===== config.mk =====
export PLATFORM = sky130hd
export DESIGN_NAME = command_processor_flat
export DESIGN_NICKNAME = d
export VERILOG_FILES = /design/src/rtl/command_processor_if.sv /design/src/rtl/command_processor.sv /design/src/flat_wrapper.sv
export SDC_FILE = /design/constraint.sdc
export NUM_CORES = 1
export LEC_CHECK = 0
export BUFFER_PORTS_ARGS = -buffer_cell sky130_fd_sc_hd__buf_2
export CAP_MARGIN = 20
export CORE_ASPECT_RATIO = 0.75
export CORE_MARGIN = 8
export CORE_UTILIZATION = 50
export CTS_CLUSTER_DIAMETER = 150
export DETAILED_ROUTE_END_ITERATION = 6
export HOLD_SLACK_MARGIN = 0.15
export PLACE_DENSITY = 0.74
export SETUP_SLACK_MARGIN = 0.02
export SLEW_MARGIN = 20
export SYNTH_ARGS = -nofsm -noshare
export SYNTH_HDL_FRONTEND = slang
export SYNTH_SLANG_ARGS = --single-unit

===== constraint.sdc =====
create_clock -name clk -period 2.5 [get_ports clk]
set_input_delay 0 -clock clk [delete_from_list [all_inputs] [get_ports clk]]
set_output_delay 0 -clock clk [all_outputs]
set_load 0.01 [all_outputs]

===== src/rtl/command_processor_if.sv =====
// Board-side command bus: operator switches and buttons in, three 2-bit
// symbol lanes out toward the bus master/arbiter logic.
interface command_processor_if;
  logic [7:0] switch1;
  logic       button1;
  logic       button2;
  logic       button3;
  logic [1:0] data_read_m1;
  logic [1:0] data_read_m2;
  logic [1:0] data_write;

  // Board / stimulus side: drives the operator controls, observes the lanes.
  modport master (
    output switch1, button1, button2, button3,
    input  data_read_m1, data_read_m2, data_write
  );

  // Command processor side.
  modport slave (
    input  switch1, button1, button2, button3,
    output data_read_m1, data_read_m2, data_write
  );
endinterface


===== src/rtl/command_processor.sv =====
// Two-phase operator command front end: latch an opcode, latch a data byte,
// then serialize the byte MSB first, 2 bits per clock, on the selected lane.
module command_processor (
  input  logic                       clk,
  input  logic                       reset,
  command_processor_if.slave         bus
);

  typedef enum logic [1:0] {IDLE, CMD, SEND} state_t;

  localparam logic [1:0] OP_READ_M1 = 2'b00;
  localparam logic [1:0] OP_READ_M2 = 2'b01;
  localparam logic [1:0] OP_WRITE   = 2'b10;
  localparam logic [1:0] OP_RSVD    = 2'b11;

  state_t     state;
  logic [1:0] opcode;
  logic [7:0] data;
  logic [1:0] cnt;
  logic [2:0] btn;
  logic [2:0] hist;
  logic [2:0] rise;
  logic [1:0] next_sym;
  // Lanes packed as {data_read_m1, data_read_m2, data_write}.
  logic [5:0] lanes_q;

  assign btn  = {bus.button3, bus.button2, bus.button1};
  assign rise = btn & ~hist;

  // Places a symbol on the lane chosen by the opcode; every other lane is 00.
  function automatic logic [5:0] route(input logic [1:0] op, input logic [1:0] sym);
    case (op)
      OP_READ_M1: route = {sym, 2'b00, 2'b00};
      OP_READ_M2: route = {2'b00, sym, 2'b00};
      OP_WRITE:   route = {2'b00, 2'b00, sym};
      default:    route = 6'b0;
    endcase
  endfunction

  // Symbol that follows the one currently on the lane; cnt counts symbols
  // already sent after the first one.
  always_comb begin
    next_sym = 2'b00;
    case (cnt)
      2'd0:    next_sym = data[5:4];
      2'd1:    next_sym = data[3:2];
      2'd2:    next_sym = data[1:0];
      default: next_sym = 2'b00;
    endcase
  end

  // Button history, command FSM and registered lane outputs.
  always_ff @(posedge clk) begin
    // NOTE: all state here uses non-blocking assignments so every register
    // samples pre-edge values; blocking writes would make rise/FSM order-dependent.
    if (!reset) begin
      // NOTE: history loads the live button level during reset, so a button
      // held through reset is not seen as a fresh press on release.
      hist    <= btn;
      state   <= IDLE;
      opcode  <= 2'b00;
      data    <= 8'h00;
      cnt     <= 2'd0;
      lanes_q <= 6'b0;
    end else begin
      hist    <= btn;
      lanes_q <= 6'b0;
      if (rise[2]) begin
        // Abort wins over everything; latched opcode/data are left as is.
        state <= IDLE;
        cnt   <= 2'd0;
      end else begin
        case (state)
          IDLE: begin
            if (rise[0]) begin
              opcode <= bus.switch1[1:0];
              if (bus.switch1[1:0] != OP_RSVD) state <= CMD;
            end
          end
          CMD: begin
            if (rise[1]) begin
              // Data press beats a simultaneous opcode press; first symbol
              // goes out on this same edge.
              data    <= bus.switch1;
              cnt     <= 2'd0;
              state   <= SEND;
              lanes_q <= route(opcode, bus.switch1[7:6]);
            end else if (rise[0]) begin
              opcode <= bus.switch1[1:0];
              if (bus.switch1[1:0] == OP_RSVD) state <= IDLE;
            end
          end
          SEND: begin
            if (cnt == 2'd3) begin
              state <= IDLE;
              cnt   <= 2'd0;
            end else begin
              cnt     <= cnt + 2'd1;
              lanes_q <= route(opcode, next_sym);
            end
          end
          default: state <= IDLE;
        endcase
      end
    end
  end

  assign bus.data_read_m1 = lanes_q[5:4];
  assign bus.data_read_m2 = lanes_q[3:2];
  assign bus.data_write   = lanes_q[1:0];

endmodule


===== src/flat_wrapper.sv =====
// flat-port wrapper written by rule: the top's interface ports become plain ports
module command_processor_flat 
  (clk, reset, bus_switch1, bus_button1, bus_button2, bus_button3, bus_data_read_m1, bus_data_read_m2, bus_data_write);
  command_processor_if bus_i ();
  input  logic clk;
  input  logic reset;
  input wire logic [$bits(bus_i.switch1)-1:0] bus_switch1;
  input wire logic [$bits(bus_i.button1)-1:0] bus_button1;
  input wire logic [$bits(bus_i.button2)-1:0] bus_button2;
  input wire logic [$bits(bus_i.button3)-1:0] bus_button3;
  output wire logic [$bits(bus_i.data_read_m1)-1:0] bus_data_read_m1;
  output wire logic [$bits(bus_i.data_read_m2)-1:0] bus_data_read_m2;
  output wire logic [$bits(bus_i.data_write)-1:0] bus_data_write;
  assign bus_i.switch1 = bus_switch1;
  assign bus_i.button1 = bus_button1;
  assign bus_i.button2 = bus_button2;
  assign bus_i.button3 = bus_button3;
  assign bus_data_read_m1 = bus_i.data_read_m1;
  assign bus_data_read_m2 = bus_i.data_read_m2;
  assign bus_data_write = bus_i.data_write;
  command_processor u_core (.clk(clk), .reset(reset), .bus(bus_i));
endmodule

After elaboration in Yosys (flattened, before gate mapping) --
Cells that the tools add are included.
Word-level totals: logic and storage cells 56, input bits 13, output and inout port bits 6, bits in registers 21
Operators by class: multiplexer cells 19, reduce and logical (&&, ||, !) cells 10, bitwise operators 4, add/sub/neg operators 1, eq/ne operators 16
Operator list (count):
- one-hot mux 6 bit (3 select lines) | 2
- 2-to-1 mux 2 bit | 10
- 2-to-1 mux 6 bit | 2
- one-hot mux 2 bit (3 select lines) | 2
- one-hot mux 6 bit (2 select lines) | 1
- equality test 2 bit (second input constant) | 5
- inequality test 2 x 1 -> 1 bit (second input constant) | 4
- one-hot mux 2 bit (2 select lines) | 2
- equality test 2 x 1 -> 1 bit (second input constant) | 3
- logical NOT 2 bit | 3
- inequality test 3 x 1 -> 1 bit (second input constant) | 2
- AND reduction 3 bit | 2
- AND reduction 5 bit | 1
- inequality test 2 bit (second input constant) | 2
- nonzero test 2 bit | 2
- AND 3 bit | 1
- inverter 3 bit | 1
- adder 2 x 1 -> 2 bit (second input constant) | 1
- inverter 1 bit | 2
- AND reduction 2 bit | 1
- OR reduction 2 bit | 1

Depth between registers and ports, before layout --
depth in word-level cells 5, mapped depth 7, gate-level depth less buffers 6

Least setup slack after synthesis --
Ideal clock, no wire load.
path kind reg2reg, from register u_core.state[1], to register u_core.opcode[0], setup slack 1.055 ns, stages on the path, launching flop included 7, arrival time 1.329 ns, data required time 2.384 ns, library setup time 0.116 ns, buffers on the path 0, period minus slack after synthesis 1.445 ns, cells stage by stage dfxtp_1 > inv_1 > ha_1 > and3b_4 > and4b_2 > mux2i_1 > nor2b_1
On the way: longest elaborated chain between the ends 3, elaborated cells on any way between the ends 6, classes of those cells eq/ne: 2; mux: 1; reduce/logical: 3
RTL lines:
- start, declared | line command_processor.sv:16 | state_t state;
- start signal, assigned | line command_processor.sv:60 | state <= IDLE;
- start signal, assigned | line command_processor.sv:70 | state <= IDLE;
- start signal, assigned | line command_processor.sv:77 | if (bus.switch1[1:0] != OP_RSVD) state <= CMD;
- equality test 2 x 1 -> 1 bit or logical NOT 2 bit (tied branches) | line command_processor.sv:73 | case (state)
- inequality test 2 bit (no line) or nonzero test 2 bit (tied branches)
- AND reduction 3 bit (no line)
- end signal, assigned | line command_processor.sv:76 | opcode <= bus.switch1[1:0];
- end signal, assigned | line command_processor.sv:89 | opcode <= bus.switch1[1:0];
- end, declared | line command_processor.sv:17 | logic [1:0] opcode;
Parallel ways exist; a longest one is shown, timed or not. A chain may end at the register's enable or synchronous reset.

Worst setup path after layout --
from register u_core.state[1], to register u_core.data[2]
On the way: longest elaborated chain between the ends 2
RTL lines:
- equality test 2 x 1 -> 1 bit | line command_processor.sv:73
- AND reduction 3 bit (no line)
- end signal, assigned | line command_processor.sv:84 | data <= bus.switch1;
- end, declared | line command_processor.sv:18 | logic [7:0] data;
Every way passes these cells.

==> run summary <==
outcome: complete, no violations
Vias/cell: 5.22
Fin. Hold Viols: 0
setup slack, reg-to-reg: 0.36 ns
asr flop ratio synth: 0%
Initial Utilization: 53.9%
reg2reg start: u_core.state[1]
register bit total from synthesis: 21
RSZ-0062 raised after global routing: false
worst slew pin tran: 0.287 ns
Critical Path Sink Type: flip-flop
vias in the first global route: 815
hold path startpoint: bus_button1
synthesized area: 947 um^2
Worst Hold End: u_core.hist[0]
largest net degree at the start of global routing: 13
first-pass GRT wire length: 3.61 mm
CTS tree: done
Worst Setup Start Kind: flip-flop
CTS root buf: clkbuf_4
final setup fails: 0
core area: 1760 um^2
top cells by count, synth: dfxtp_1 (21), mux2i_1 (10), nor2b_1 (9)
Slowest cell on crit path: dlygate4sd3_1
max incr delay on CP: 0.55 ns
WS Path Type: reg -> reg
final wirelength: 2.11 mm
H-Tree Depth: 1
Tot Pwr: 0.592 mW
routed len/inst: 13.8 um
Clock Latency Late Sink: 0.32 ns
leak pwr: 0.505 nW
CP Data Arrival Time: 2.35 ns
Nets: 152
clock slew at reported path FFs: 0.10 ns
Final Cycle Share: 85.8%
clock sinks: 21
share of layout cells above drive strength 1: 22.1%
syn avg cell area: 10.2 um^2
Worst R2R End: u_core.data[2]
Clock Tree Buf Depth: 2
Detail Route Antenna Nets: 0
top area cells in the synthesized netlist: dfxtp_1 (44%), mux2i_1 (11%), ha_1 (9.2%)
top-count cell post-synth: dfxtp_1
worst min path class: in -> reg
Ports: 19
Num CTS Buffers: 3
Peak VDD IR: 0.000477 V
area share of the largest cell type after synthesis: 44.4%
Place WS: 0.932 ns
power per cell area: 472 nW/um^2
final slew viol count: 0
Pre-antenna DRT Iters: 4
Yosys cell types: 25
total grt overflow: 0
Mapped Nets: 113
Post-synth EDFFs: 0
count of buffers from port buffering: 18
Achievable Freq: 466 MHz
post-synthesis instance total: 93
DR vias: 799
Placer Congestion: 0.769
crit path cell chain: inv_1 > ha_1 > and3b_4 > and2_4 > mux2i_1 > nor2b_1 > dlygate4sd3_1
die height: 53.7 um
Slew HR: 80.7%
Yosys top cell by area: dfxtp_1
Worst EP required: 2.71 ns
setup total negative slack: 0 ns
synth-to-layout area growth: 32.4%
gr usage total: 13.4%
Syn. warnings: 0
Reg2Reg Depth: 7
sequential fraction of the synthesis area: 44.4%
initial antenna violation count: 0
final worst slack: 0.356 ns
max-cap violation count: 0
ys flop type: dfxtp_1
DRT iter0 DRCs: 46
worst hold stages: 2
post-cts resize count: 0
CP Max Fanout: 7
worst clock skew: 0.0106 ns
DP HPWL: 1.43 mm
Tmin final: 2.14 ns
die width: 66.3 um
# diodes: 0
Placement Rows: 13
die area: 3560 um^2
DRC Markers: 0
## registers in the layout (all words and copies together), names as in the netlist
signal	flops
u_core.opcode	2
u_core.lanes_q	6
u_core.state	2
u_core.hist	3
u_core.data	6
u_core.cnt	2
## where the power goes
part           internal, mW  switching [mW]  total [mW]
sequential            0.342         0.00564       0.348
clock                0.0599           0.103       0.163
combinational        0.0459          0.0347      0.0806
## timing repair
| action | 4_1_cts | 5_1_grt |
|---|---|---|
| hold buffers | 18 | 0 |
| buffers inserted | 0 | 0 |
| endpoints found under the hold margin | 20 | 0 |
## through the flow
stage / cells / cell area, um^2 / hold WS, ns / utilization (%)
CTS: 153 / 1250 / 0.321 / 71.4
floorplan: 93 / 947 / 0.0277 / -
global route: 153 / 1250 / 0.338 / 71.4
finish: 153 / 1250 / 0.329 / 71.4
global placement: 131 / 1050 / 0.114 / 59.5
detailed placement: 131 / 1050 / 0.117 / 59.5
## cell families (layout without fill, tap and decap cells)
group | count (synthesis) | after routing | share of synthesized area [%]
compound gates | 9 | 9 | 7.66
simple gates | 40 | 40 | 24.6
flops | 21 | 21 | 44.4
mux | 10 | 10 | 10.6
buf+inv | 6 | 44 | 3.57
fa+ha+maj | 7 | 7 | 9.25
## layer usage
layer  wire (um)  up-vias  track usage (%)
met5           0        -                0
met4          93        0             9.54
met3         155       10             6.21
met2         905       25             21.1
met1         951      364             14.4
li1            -      400                -
## critical path, delay by kind of cell (launching register included)
kind          cells  cell delay [ns]
buf+inv           2             0.63
simple gates      3             0.56
flops             1             0.34
fa+ha+maj         1             0.27
mux               1             0.26
## layout make-up
cell class                      instances  area (um^2)
Fill cell                             128          503
Multi-Input combinational cell         66          493
Sequential cell                        21          420
Timing Repair Buffer                   36          270
Tap cell                               22         27.5
Clock buffer                            3         22.5
Inverter                                4         15.0
Clock inverter                          1         5.00
## worst max path at each step
stage | start | end | cells past startpoint
after detailed placement | u_core.state[1] | u_core.opcode[0] | 6
after global placement | u_core.state[1] | u_core.opcode[0] | 6
after CTS | u_core.state[1] | u_core.opcode[1] | 7
after global routing | u_core.state[1] | u_core.data[2] | 7
after floorplan | u_core.state[1] | u_core.opcode[0] | 6
final | u_core.state[1] | u_core.data[2] | 7
## cells in the final DEF (no fill, tap or decap), types with 3 or more instances in the layout
| master | n |
|---|---|
| dfxtp_1 | 21 |
| dlygate4sd3_1 | 18 |
| buf_2 | 18 |
| mux2i_1 | 10 |
| nor2b_1 | 9 |
| nor2_1 | 8 |
| nand2_1 | 7 |
| ha_1 | 7 |
| inv_1 | 4 |
| a21oi_1 | 3 |
| nand3_1 | 3 |
| clkbuf_4 | 3 |
No activity file was read; power rests on OpenSTA's default activity.
